<file path="config.mk">
export PLATFORM = sky130hd
export DESIGN_NAME = mem_arbiter_flat
export DESIGN_NICKNAME = d
export VERILOG_FILES = /design/src/rtl/mem_arbiter_if.sv /design/src/rtl/mem_arbiter.sv /design/src/flat_wrapper.sv
export SDC_FILE = /design/constraint.sdc
export NUM_CORES = 1
export LEC_CHECK = 0
export CAP_MARGIN = 20
export CORE_AREA = 2 2 90 92
export CTS_CLUSTER_DIAMETER = 200
export DETAILED_ROUTE_END_ITERATION = 12
export DIE_AREA = 0 0 92 94
export GPL_TIMING_DRIVEN = 0
export PLACE_DENSITY = 0.8
export REMOVE_ABC_BUFFERS = 1
export SETUP_SLACK_MARGIN = 0.05
export SYNTH_ARGS = -nofsm -noshare
export SYNTH_HDL_FRONTEND = slang
export SYNTH_SLANG_ARGS = --single-unit
</file>
<file path="constraint.sdc">
create_clock -name clk -period 3.3 [get_ports clk]
set_clock_uncertainty 0.05 [all_clocks]
set_input_delay 0.66 -clock clk [delete_from_list [all_inputs] [get_ports clk]]
set_output_delay 0.66 -clock clk [all_outputs]
set_load 0.02 [all_outputs]
</file>
<file path="src/rtl/mem_arbiter_if.sv">
// mem_arbiter_if: bundle of the fetch-side, data-side and memory-side signals
// of the memory arbiter. The "slave" modport is the arbiter's view; the
// "master" modport is the view of the pipeline stages plus the memory macro.
//
// Handshake (both requesters): req rises with addr/wr/wdata valid and stays
// high until the matching done pulses for one cycle; rdata is valid in the
// done cycle and holds until the next read of that side completes. Stall is
// the combinational req & ~done. The memory port is a one-cycle issue pulse
// (mem_en) with read data returned a fixed number of cycles later.
interface mem_arbiter_if #(
  parameter int AW = 16,
  parameter int DW = 16
);
  // fetch side
  logic          if_req;
  logic [AW-1:0] if_addr;
  logic [DW-1:0] if_rdata;
  logic          if_done;
  logic          if_stall;
  // data side
  logic          dm_req;
  logic          dm_wr;
  logic [AW-1:0] dm_addr;
  logic [DW-1:0] dm_wdata;
  logic [DW-1:0] dm_rdata;
  logic          dm_done;
  logic          dm_err;
  logic          dm_stall;
  // memory side
  logic          mem_en;
  logic          mem_wr;
  logic [AW-1:0] mem_addr;
  logic [DW-1:0] mem_wdata;
  logic [DW-1:0] mem_rdata;
  // dump forwarding, status and FSM observation
  logic          dmp;
  logic          mem_dump;
  logic          busy;
  logic [1:0]    fsm_state;

  modport slave (
    input  if_req, if_addr, dm_req, dm_wr, dm_addr, dm_wdata, mem_rdata, dmp,
    output if_rdata, if_done, if_stall, dm_rdata, dm_done, dm_err, dm_stall,
    output mem_en, mem_wr, mem_addr, mem_wdata, mem_dump, busy, fsm_state
  );

  modport master (
    output if_req, if_addr, dm_req, dm_wr, dm_addr, dm_wdata, mem_rdata, dmp,
    input  if_rdata, if_done, if_stall, dm_rdata, dm_done, dm_err, dm_stall,
    input  mem_en, mem_wr, mem_addr, mem_wdata, mem_dump, busy, fsm_state
  );
endinterface

</file>
<file path="src/rtl/mem_arbiter.sv">
// mem_arbiter: shares one single-ported, fixed-latency memory between the
// instruction-fetch (IF) and memory-stage (DM) requesters. One transaction is
// in flight at a time: IDLE -> ISSUE -> WAIT -> DONE, giving LATENCY+2 cycles
// from the first req cycle to done. Misaligned DM accesses skip the memory and
// complete in one cycle with dm_err.
// Build macro MEM_ARB_RR_EN: round-robin on conflict (history bit, DM first
// after reset). Without it, DM always wins a conflict.
// The FSM state is visible on bus.fsm_state (IDLE=0, ISSUE=1, WAIT=2, DONE=3).
module mem_arbiter #(
  parameter int LATENCY = 4,
  parameter int AW      = 16,
  parameter int DW      = 16
) (
  input  logic         clk,
  input  logic         rst,
  mem_arbiter_if.slave bus
);

  typedef enum logic [1:0] {
    IDLE  = 2'd0,
    ISSUE = 2'd1,
    WAIT  = 2'd2,
    DONE  = 2'd3
  } state_t;

  // WAIT runs while the counter steps from LATENCY-1 down to 0.
  localparam logic [3:0] CNT_LOAD = 4'(LATENCY - 1);

  state_t        state;
  logic [3:0]    cnt;
  logic          lat_dm;      // winner id: 1 = DM, 0 = IF
  logic          lat_wr;      // latched write flag of the winner

  logic          mem_en_q;
  logic          mem_wr_q;
  logic [AW-1:0] mem_addr_q;
  logic [DW-1:0] mem_wdata_q;
  logic [DW-1:0] if_rdata_q;
  logic [DW-1:0] dm_rdata_q;
  logic          if_done_q;
  logic          dm_done_q;
  logic          dm_err_q;
  logic          mem_dump_q;

  logic          any_req;
  logic          grant_dm;
  logic          win_wr;
  logic          misaligned;
  logic [AW-1:0] win_addr;
  logic [DW-1:0] win_wdata;

`ifdef MEM_ARB_RR_EN
  logic          last_dm;     // 1 when the most recent grant went to DM
`endif

  // Arbitration: pick the winner among the requests seen in IDLE.
  always_comb begin
    any_req = bus.if_req | bus.dm_req;
`ifdef MEM_ARB_RR_EN
    grant_dm = bus.dm_req & (~bus.if_req | ~last_dm);
`else
    grant_dm = bus.dm_req;
`endif
    win_addr   = grant_dm ? bus.dm_addr : bus.if_addr;
    win_wdata  = grant_dm ? bus.dm_wdata : '0;
    win_wr     = grant_dm & bus.dm_wr;
    misaligned = grant_dm & bus.dm_addr[0];
  end

  // Transaction sequencer with registered memory-port and completion outputs.
  always_ff @(posedge clk or negedge rst) begin
    if (!rst) begin
      state       <= IDLE;
      cnt         <= '0;
      lat_dm      <= 1'b0;
      lat_wr      <= 1'b0;
      mem_en_q    <= 1'b0;
      mem_wr_q    <= 1'b0;
      mem_addr_q  <= '0;
      mem_wdata_q <= '0;
      if_rdata_q  <= '0;
      dm_rdata_q  <= '0;
      if_done_q   <= 1'b0;
      dm_done_q   <= 1'b0;
      dm_err_q    <= 1'b0;
    end else begin
      case (state)
        IDLE: begin
          if (any_req) begin
            lat_dm <= grant_dm;
            lat_wr <= win_wr;
            if (misaligned) begin
              // No memory access: report the error right away.
              dm_done_q <= 1'b1;
              dm_err_q  <= 1'b1;
              state     <= DONE;
            end else begin
              // Latched values go straight onto the memory port so they are
              // present during the ISSUE cycle and held through WAIT.
              mem_en_q    <= 1'b1;
              mem_wr_q    <= win_wr;
              mem_addr_q  <= win_addr;
              mem_wdata_q <= win_wdata;
              state       <= ISSUE;
            end
          end
        end
        ISSUE: begin
          mem_en_q <= 1'b0;
          mem_wr_q <= 1'b0;
          cnt      <= CNT_LOAD;
          state    <= WAIT;
        end
        WAIT: begin
          if (cnt == 4'd0) begin
            if (!lat_wr) begin
              if (lat_dm) dm_rdata_q <= bus.mem_rdata;
              else        if_rdata_q <= bus.mem_rdata;
            end
            if (lat_dm) dm_done_q <= 1'b1;
            else        if_done_q <= 1'b1;
            state <= DONE;
          end else begin
            cnt <= cnt - 4'd1;
          end
        end
        DONE: begin
          if_done_q <= 1'b0;
          dm_done_q <= 1'b0;
          dm_err_q  <= 1'b0;
          state     <= IDLE;
        end
        default: state <= IDLE;
      endcase
    end
  end

`ifdef MEM_ARB_RR_EN
  // Grant history: remembers which side won the latest grant.
  always_ff @(posedge clk or negedge rst) begin
    if (!rst) begin
      last_dm <= 1'b0;
    end else if (state == IDLE && any_req) begin
      last_dm <= grant_dm;
    end
  end
`endif

  // Dump request is only delayed by one flop, independent of the sequencer.
  always_ff @(posedge clk or negedge rst) begin
    if (!rst) mem_dump_q <= 1'b0;
    else      mem_dump_q <= bus.dmp;
  end

  assign bus.mem_en    = mem_en_q;
  assign bus.mem_wr    = mem_wr_q;
  assign bus.mem_addr  = mem_addr_q;
  assign bus.mem_wdata = mem_wdata_q;
  assign bus.if_rdata  = if_rdata_q;
  assign bus.dm_rdata  = dm_rdata_q;
  assign bus.if_done   = if_done_q;
  assign bus.dm_done   = dm_done_q;
  assign bus.dm_err    = dm_err_q;
  assign bus.mem_dump  = mem_dump_q;
  assign bus.busy      = (state != IDLE);
  assign bus.fsm_state = state;
  assign bus.if_stall  = bus.if_req & ~if_done_q;
  assign bus.dm_stall  = bus.dm_req & ~dm_done_q;

endmodule

</file>
<file path="src/flat_wrapper.sv">
// flat-port wrapper written by rule: the top's interface ports become plain ports
module mem_arbiter_flat 
#(
  parameter int LATENCY = 4,
  parameter int AW      = 16,
  parameter int DW      = 16
)
  (clk, rst, bus_if_req, bus_if_addr, bus_dm_req, bus_dm_wr, bus_dm_addr, bus_dm_wdata, bus_mem_rdata, bus_dmp, bus_if_rdata, bus_if_done, bus_if_stall, bus_dm_rdata, bus_dm_done, bus_dm_err, bus_dm_stall, bus_mem_en, bus_mem_wr, bus_mem_addr, bus_mem_wdata, bus_mem_dump, bus_busy, bus_fsm_state);
  mem_arbiter_if #(.AW(AW), .DW(DW)) bus_i ();
  input  logic clk;
  input  logic rst;
  input wire logic [$bits(bus_i.if_req)-1:0] bus_if_req;
  input wire logic [$bits(bus_i.if_addr)-1:0] bus_if_addr;
  input wire logic [$bits(bus_i.dm_req)-1:0] bus_dm_req;
  input wire logic [$bits(bus_i.dm_wr)-1:0] bus_dm_wr;
  input wire logic [$bits(bus_i.dm_addr)-1:0] bus_dm_addr;
  input wire logic [$bits(bus_i.dm_wdata)-1:0] bus_dm_wdata;
  input wire logic [$bits(bus_i.mem_rdata)-1:0] bus_mem_rdata;
  input wire logic [$bits(bus_i.dmp)-1:0] bus_dmp;
  output wire logic [$bits(bus_i.if_rdata)-1:0] bus_if_rdata;
  output wire logic [$bits(bus_i.if_done)-1:0] bus_if_done;
  output wire logic [$bits(bus_i.if_stall)-1:0] bus_if_stall;
  output wire logic [$bits(bus_i.dm_rdata)-1:0] bus_dm_rdata;
  output wire logic [$bits(bus_i.dm_done)-1:0] bus_dm_done;
  output wire logic [$bits(bus_i.dm_err)-1:0] bus_dm_err;
  output wire logic [$bits(bus_i.dm_stall)-1:0] bus_dm_stall;
  output wire logic [$bits(bus_i.mem_en)-1:0] bus_mem_en;
  output wire logic [$bits(bus_i.mem_wr)-1:0] bus_mem_wr;
  output wire logic [$bits(bus_i.mem_addr)-1:0] bus_mem_addr;
  output wire logic [$bits(bus_i.mem_wdata)-1:0] bus_mem_wdata;
  output wire logic [$bits(bus_i.mem_dump)-1:0] bus_mem_dump;
  output wire logic [$bits(bus_i.busy)-1:0] bus_busy;
  output wire logic [$bits(bus_i.fsm_state)-1:0] bus_fsm_state;
  assign bus_i.if_req = bus_if_req;
  assign bus_i.if_addr = bus_if_addr;
  assign bus_i.dm_req = bus_dm_req;
  assign bus_i.dm_wr = bus_dm_wr;
  assign bus_i.dm_addr = bus_dm_addr;
  assign bus_i.dm_wdata = bus_dm_wdata;
  assign bus_i.mem_rdata = bus_mem_rdata;
  assign bus_i.dmp = bus_dmp;
  assign bus_if_rdata = bus_i.if_rdata;
  assign bus_if_done = bus_i.if_done;
  assign bus_if_stall = bus_i.if_stall;
  assign bus_dm_rdata = bus_i.dm_rdata;
  assign bus_dm_done = bus_i.dm_done;
  assign bus_dm_err = bus_i.dm_err;
  assign bus_dm_stall = bus_i.dm_stall;
  assign bus_mem_en = bus_i.mem_en;
  assign bus_mem_wr = bus_i.mem_wr;
  assign bus_mem_addr = bus_i.mem_addr;
  assign bus_mem_wdata = bus_i.mem_wdata;
  assign bus_mem_dump = bus_i.mem_dump;
  assign bus_busy = bus_i.busy;
  assign bus_fsm_state = bus_i.fsm_state;
  mem_arbiter #(.LATENCY(LATENCY), .AW(AW), .DW(DW)) u_core (.clk(clk), .rst(rst), .bus(bus_i));
endmodule
</file>
==> results_dict.tcl, run 1 <==
set metrics [dict create \
    status "completed" \
    grt_usage_pct 19.1 \
    post-route-min-period_ns 2.80 \
    core_sq_um 7610 \
    slew_headroom_pct 32.7 \
    io_pins 145 \
    num_rows 32 \
    ys_top_cells_by_count "dfrtp_1 (78), nand2_1 (29), o21ai_0 (24), mux2_2 (22), a22o_1 (18)" \
    grt_pass1_wl_microns 12900 \
    path_clk_slew_ns 0.09 \
    start_util_pct 44.0 \
    netlist_area_sq_um 3340 \
    wire_per_inst_microns 15.5 \
    dp_hpwl_microns 5730 \
    startpoint_type "flip-flop" \
    syn_inst 259 \
    yosysTopAreaCell "dfrtp_1" \
    dieArea_sq_um 8650 \
    synth.avg_cell_area_sq_um 12.9 \
    hold_buffers 0 \
    pre_cts_slack_ns -0.178 \
    synthArstFlopShare_pct 100 \
    ys_seq_area_share_pct 58.4 \
    drc 0 \
    area_growth_pct 53.3 \
    cts_resized 1 \
    synth.distinct_cells 37 \
    nNetsFinal 480 \
    viasPerCell 4.98 \
    cts_setup_buffers 0 \
    die_y_microns 94 \
    finalSetupTns_ns 0 \
    hold_viol 0 \
    cts_tree "yes" \
    place_congestion 0.713 \
    p_total_mw 4.97 \
    worstSetupEndpointType "output port" \
    grt_pass1_vias 2639 \
    dpl-instance-area_sq_um 4870 \
    htree_levels 3 \
    die_w_microns 92 \
    drv_cap 0 \
    worstPathRequired_ns 2.59 \
    antenna_found_initial 0 \
    drt_iter0_drc 70 \
    synth-seq-cells 78 \
    yosysTopAreaCellShare_pct 58.4 \
    maxSlewViolCount 0 \
    clk_latency_ns 0.35 \
    cts_root_buf "clkbuf_8" \
    dp.cells 493 \
    r2r_start "u_core.cnt[1]" \
    fin_ws_ns 0.504 \
    diodes 0 \
    synth_edf_count 0 \
    setup_violations 0 \
    final_area_sq_um 5130 \
    worst_pin_slew_ns 1.01 \
    synth_area_leaders "dfrtp_1 (58%), mux2_2 (7.4%), a22o_1 (4.7%), mux2_4 (4.5%), mux2i_1 (4.5%)" \
    via_count 2547 \
    ant_nets 0 \
    leakage_nw 2.25 \
    drive_gt1_share_pct 14.4 \
    ys.flop_type "dfrtp_1" \
    cts_buffer_depth 2 \
    rsz0062_at_grt "false" \
    drt-pass1-iter-count 4 \
    cts.sinks 78 \
    fin_crit_sh_pct 84.7 \
    numCtsBuffers 9 \
    post-synth-top-count-cell "dfrtp_1" \
    stdcell_count 511 \
    io_buffer_count 144 \
    fmax_ghz 0.358 \
    power_density_nw_per_um2 970 \
    grt_max_degree 44 \
    hold_ws_ns 0.208 \
    drt_wl_total_microns 7910 \
    cp.arrival_ns 2.09 \
    startpoint "u_core.bus.fsm_state[0]" \
    finish.utilization_pct 67.4 \
    irDropWorstVdd_mv 0.440 \
    ys_warn_count 0 \
    path_max_fanout 16 \
    fill_cells 591 \
    path_class "flip-flop to output port" \
    hp-class "primary input to async pin" \
    overflow 0 \
]
==> path summary, 6_finish.rpt <==
check	end	slack, ns	depth (start not counted)
min	u_core.bus.dm_done	0.21	1
max reg2reg	u_core.bus.dm_rdata[1]	0.64	6
max in group asynchronous	u_core.bus.mem_wdata[15]	2.41	2
max	bus_busy	0.50	4
min in group clk	u_core.bus.mem_addr[4]	0.44	2
min reg2reg	u_core.bus.mem_addr[4]	0.44	2
==> routing by layer <==
| layer | GRT usage (%) | wire (microns) |
|---|---|---|
| met1 | 23.2 | 3290 |
| met2 | 32.2 | 3870 |
| met3 | 5.22 | 581 |
| met4 | 8.46 | 159 |
| met5 | 0 | 0 |
==> layout make-up <==
type	instances	area (sq um)	area share, %
Inverter	6	22.5	0.439
Clock inverter	7	103	2.00
Multi-Input combinational cell	161	1290	25.2
Tap cell	102	128	2.49
Timing Repair Buffer	148	1510	29.4
Sequential cell	78	1950	38.1
Clock buffer	9	124	2.42
==> cells by family after synthesis <==
logic type / after synthesis / synth area share, %
flip-flops: 78 / 58.4
adder cells (fa/ha/maj): 6 / 2.24
multiplexers: 48 / 16.7
buffers and inverters: 20 / 3.29
AO/OA/AOI/OAI: 58 / 12.3
AND/OR/NAND/NOR: 49 / 7.11
==> cell usage in the layout, fill, tap and decap left out, drive strengths merged, types with 2 or more instances in the layout <==
master,count
o21ai,25
inv,10
nor2b,8
nor2,4
mux2,33
nand2,30
a22oi,2
clkbuf,10
dfrtp,78
ha,6
mux2i,15
a22o,18
buf,4
clkdlybuf4s50,142
bufinv,2
o22a,2
a21oi,4
==> worst max-delay path, cell delays in order (launching register included) <==
cell	delay, ns
dfrtp_1	0.44
inv_1	0.11
ha_1	0.56
inv_1	0.08
clkdlybuf4s50_1	0.55
==> power by group <==
group / internal [mW] / total (mW) / switching (mW) / leakage (nW)
Combinational: 1.29 / 2.48 / 1.19 / 1.16
Clock: 0.438 / 0.815 / 0.377 / 0.117
Sequential: 1.40 / 1.68 / 0.274 / 0.967
==> state kept, by name (all words and copies together) (netlist names) <==
signal,cells
u_core.bus.if_rdata,16
u_core.bus.fsm_state,2
u_core.bus.mem_dump,1
u_core.cnt,4
u_core.bus.dm_done,1
u_core.bus.mem_en,1
u_core.bus.mem_wr,1
u_core.bus.if_done,1
u_core.lat_wr,1
u_core.lat_dm,1
u_core.bus.mem_wdata,16
u_core.bus.mem_addr,16
u_core.bus.dm_err,1
u_core.bus.dm_rdata,16
Power figures use the tool's default switching activity.
==> run 2, diff against run 1 <==
Settings changed: CORE_AREA 2 2 90 92 to 2 2 97 99, DIE_AREA 0 0 92 94 to 0 0 99 101, PLACE_DENSITY 0.8 to 0.72.
Clock period 3.3 ns to 2.5 ns, I/O delays scaled along.
==> results_dict.tcl, run 2 (same netlist as run 1, synthesis figures left out) <==
set metrics [dict create \
    clk_latency_ns 0.33 \
    ant_nets 0 \
    p_total_mw 6.40 \
    antenna_found_initial 0 \
    drc 0 \
    area_growth_pct 53.0 \
    grt_pass1_vias 2548 \
    core_sq_um 8980 \
    cts_setup_buffers 0 \
    cp.arrival_ns 1.77 \
    status "completed" \
    final_cell_mix "clkdlybuf4s50_1 (141), dfrtp_1 (78), nand2_1 (29), o21ai_0 (24), mux2_2 (22)" \
    drive_gt1_share_pct 14.5 \
    hold_viol 0 \
    worstPathRequired_ns 1.95 \
    nNetsFinal 479 \
    finalSetupTns_ns 0 \
    viasPerCell 4.89 \
    grt_usage_pct 15.4 \
    path_clk_slew_ns 0.09 \
    stdcell_count 519 \
    pre_cts_slack_ns -0.735 \
    io_pins 145 \
    max_stage_delay_ns 0.53 \
    path_max_fanout 16 \
    grt_max_degree 66 \
    worstSetupEndpointType "output port" \
    fin_crit_sh_pct 92.9 \
    hold_start "u_core.bus.mem_addr[8]" \
    worst_pin_slew_ns 0.699 \
    drv_cap 0 \
    htree_levels 3 \
    drt_wl_total_microns 7650 \
    drt_iter0_drc 67 \
    cp_common_cell "inv_1" \
    grt_pass1_wl_microns 12300 \
    setup_violations 0 \
    via_count 2539 \
    r2r_start "u_core.cnt[1]" \
    start_util_pct 37.3 \
    maxSlewViolCount 0 \
    die_y_microns 101 \
    overflow 0 \
    cts.sinks 78 \
    hp-class "flip-flop to flip-flop" \
    fill_cells 742 \
    final_area_sq_um 5120 \
    power_density_nw_per_um2 1250 \
    dieArea_sq_um 10000 \
    dpl-instance-area_sq_um 4900 \
    slew_headroom_pct 53.4 \
    fmax_ghz 0.431 \
    startpoint "u_core.bus.fsm_state[0]" \
    die_w_microns 99 \
    path_class "flip-flop to output port" \
    crit_chain "inv_1 -> ha_4 -> inv_1 -> clkdlybuf4s50_1" \
    leakage_nw 2.23 \
    post-route-min-period_ns 2.32 \
    place_congestion 0.713 \
    drt-pass1-iter-count 4 \
    irDropWorstVdd_mv 0.470 \
    dp_hpwl_microns 5510 \
    cts_buffer_depth 2 \
    cts_root_buf "clkbuf_8" \
    numCtsBuffers 9 \
    wire_per_inst_microns 14.7 \
    diodes 0 \
    startpoint_type "flip-flop" \
    rsz0062_at_grt "false" \
    num_rows 35 \
    cts_tree "yes" \
    dp.cells 502 \
    fin_ws_ns 0.178 \
    io_buffer_count 144 \
    final_common_cell "clkdlybuf4s50_1" \
    worst_path_max_delay_cell "clkdlybuf4s50_1" \
]
[run 2: changes by cell type in the layout (fill, tap and decap cells not counted), moves of 2 or more]
cell	delta
buf_12	-2
buf_16	+2
clkbuf_1	+2
clkinv_4	+2
inv_6	-3
[run 2: power breakdown]
part	internal (mW)	switching [mW]
registers	1.85	0.342
logic	1.73	1.56
clock network	0.464	0.454
[run 2: cell type report]
type                       count  area, sq um  share of cell area [%]
tap                          111          139                    2.71
inverter                       6         22.5                   0.440
clock inverter                 5         60.1                    1.17
sequential                    78         1950                    38.2
timing repair buffer         147         1500                    29.3
multi-input combinational    161         1310                    25.6
clock buffer                  11          131                    2.57
[run 2: what timing repair did]
action	4_1_cts	5_1_grt
resized for setup	7	3
endpoints found under the hold margin	13	0
endpoints found under the setup margin	53	2
pin swaps	0	0
hold buffers	1	0
[run 2: through the flow]
stage                     hold slack (ns)  utilization [%]
after global placement              0.411             53.9
after CTS                           0.439             57.0
after global routing                0.463             57.0
after detailed placement            0.325             54.6
final                               0.433             57.0
after floorplan                     0.154                -
[run 2: worst paths after layout]
kind / endpoint / slack (ns) / cells past startpoint
worst max-delay path: bus_busy / 0.18 / 4
min in group asynchronous: u_core.bus.mem_addr[0] / 0.52 / 2
max in group asynchronous: u_core.lat_dm / 1.30 / 3
worst max register to register: u_core.bus.dm_rdata[1] / 0.19 / 6
worst min register to register: u_core.bus.mem_addr[8] / 0.43 / 2
worst min-delay path: u_core.bus.mem_addr[8] / 0.43 / 2
[run 2: metal layers]
layer | GRT usage, % | wire (microns) | part of all wire (%)
met5 | 0 | 0 | 0
met4 | 6.43 | 124 | 1.6
met3 | 5.89 | 743 | 9.7
met2 | 24.1 | 3570 | 47
met1 | 19.1 | 3210 | 42
[run 2: critical path: cells and delay by family, from the launching register on]
family	cells	cell delay, ns
adders and majority gates	1	0.28
buffers and inverters	3	0.73
DFF	1	0.43
==> run 3, diff against run 2 <==
Settings changed: CORE_AREA 2 2 97 99 to 2 2 90 92, DIE_AREA 0 0 99 101 to 0 0 92 94, PLACE_DENSITY 0.72 to 0.8.
Clock period 2.5 ns to 2.99 ns, I/O delays scaled along.
==> results_dict.tcl, run 3 (same netlist as run 1, synthesis figures left out) <==
set metrics [dict create \
    ant_nets 0 \
    grt_pass1_vias 2639 \
    viasPerCell 4.98 \
    path_clk_slew_ns 0.09 \
    io_buffer_count 144 \
    hold_viol 0 \
    post-route-min-period_ns 2.73 \
    nNetsFinal 479 \
    grt_usage_pct 19.1 \
    num_rows 32 \
    hold_buffers 0 \
    worst_pin_slew_ns 1.00 \
    slew_headroom_pct 33.2 \
    drv_cap 0 \
    finalSetupTns_ns 0 \
    setup_violations 0 \
    final_cell_mix "clkdlybuf4s50_1 (142), dfrtp_1 (78), nand2_1 (29), o21ai_0 (24), mux2_2 (22)" \
    htree_levels 3 \
    grt_max_degree 44 \
    routed-wl-met2_microns 3830 \
    dieArea_sq_um 8650 \
    worst_path_max_delay_cell "ha_1" \
    fmax_ghz 0.366 \
    max_stage_delay_ns 0.56 \
    worstPathRequired_ns 2.34 \
    leakage_nw 2.24 \
    start_util_pct 44.0 \
    die_w_microns 92 \
    cp_common_cell "inv_1" \
    startpoint_type "flip-flop" \
    antenna_found_initial 0 \
    final_common_cell "clkdlybuf4s50_1" \
    via_count 2540 \
    cts_resized 3 \
    wire_per_inst_microns 15.4 \
    drt-pass1-iter-count 4 \
    maxSlewViolCount 0 \
    core_sq_um 7610 \
    worstSetupEndpointType "output port" \
    fin_crit_sh_pct 91.3 \
    hp-class "primary input to async pin" \
    top_layer_used "met4" \
    power_density_nw_per_um2 1070 \
    area_growth_pct 53.0 \
    clk_latency_ns 0.35 \
    drt_wl_total_microns 7840 \
    cts_buffer_depth 2 \
    io_pins 145 \
    path_max_fanout 16 \
    status "completed" \
    cts_setup_buffers 0 \
    wl_met3_microns 561 \
    cp.arrival_ns 2.08 \
    drive_gt1_share_pct 14.5 \
    cts.sinks 78 \
    cts_root_buf "clkbuf_8" \
    dp_hpwl_microns 5730 \
    rsz0062_at_grt "false" \
    cts_tree "yes" \
    grt_pass1_wl_microns 12900 \
    wl_met1_microns 3290 \
    place_congestion 0.713 \
    stdcell_count 510 \
    drt_iter0_drc 62 \
    drc 0 \
    dp.cells 493 \
    numCtsBuffers 9 \
    die_y_microns 94 \
    path_class "flip-flop to output port" \
    crit_chain "inv_1 -> ha_1 -> inv_1 -> clkdlybuf4s50_1" \
    diodes 0 \
    finish.utilization_pct 67.3 \
    irDropWorstVdd_mv 0.486 \
    overflow 0 \
]
## run 3: cell types whose count changed in the layout (fill, tap and decap cells not counted), sizes merged
cell	previous run	this run
buf	4	3
bufinv	1	2
clkbuf	11	10
clkdlybuf4s15	0	1
clkdlybuf4s50	141	142
clkinv	3	1
clkinvlp	1	0
dlygate4sd3	1	0
dlymetal6s2s	1	0
inv	6	10
## run 3: metal layers
metal	global-route usage [%]	up-vias
met4	8.46	0
met3	5.22	14
met1	23.2	1224
met5	0	-
met2	32.2	97
li1	-	1205
## run 3: final cells by class
type,instances,area (sq um)
multi-input cells,161,1290
well taps,102,128
repair buffers,147,1490
clock buffers,9,124
inverters,6,22.5
flip-flops and latches,78,1950
clock inverters,7,103
fillers,593,2490
## run 3: critical path: cells and delay by family (launching register included)
kind,cells,cell delay [ns]
fa+ha+maj,1,0.56
buf+inv,3,0.74
flops,1,0.44
## run 3: power breakdown
group          switching [mW]  internal, mW  leakage (nW)  total, mW
sequential              0.302          1.55         0.967       1.85
clock                   0.415         0.483         0.117      0.899
combinational            1.31          1.43          1.16       2.74
## run 3: path summary, 6_finish.rpt
check,startpoint,end,slack [ns],depth (start not counted)
max in group asynchronous,rst,u_core.bus.mem_wdata[15],2.17,2
worst max register to register,u_core.cnt[1],u_core.bus.dm_rdata[1],0.33,6
worst min register to register,u_core.bus.mem_addr[4],u_core.bus.mem_addr[4],0.44,2
worst min-delay path,rst,u_core.bus.dm_rdata[3],0.15,1
min in group clk,u_core.bus.mem_addr[4],u_core.bus.mem_addr[4],0.44,2
worst max-delay path,u_core.bus.fsm_state[0],bus_busy,0.26,4
## run 3: metrics by stage
stage / worst slack [ns] / area (sq um) / hold WS [ns] / total power [mW]
final: 0.259 / 5120 / 0.145 / 5.49
after global routing: 0.111 / 5120 / 0.174 / 5.82
after CTS: 0.219 / 5100 / 0.155 / 5.54
after detailed placement: -0.364 / 4870 / 0.422 / 4.62
after global placement: -1.90 / 4830 / 0.411 / 4.51
after floorplan: 0.261 / 3260 / 0.252 / 3.28
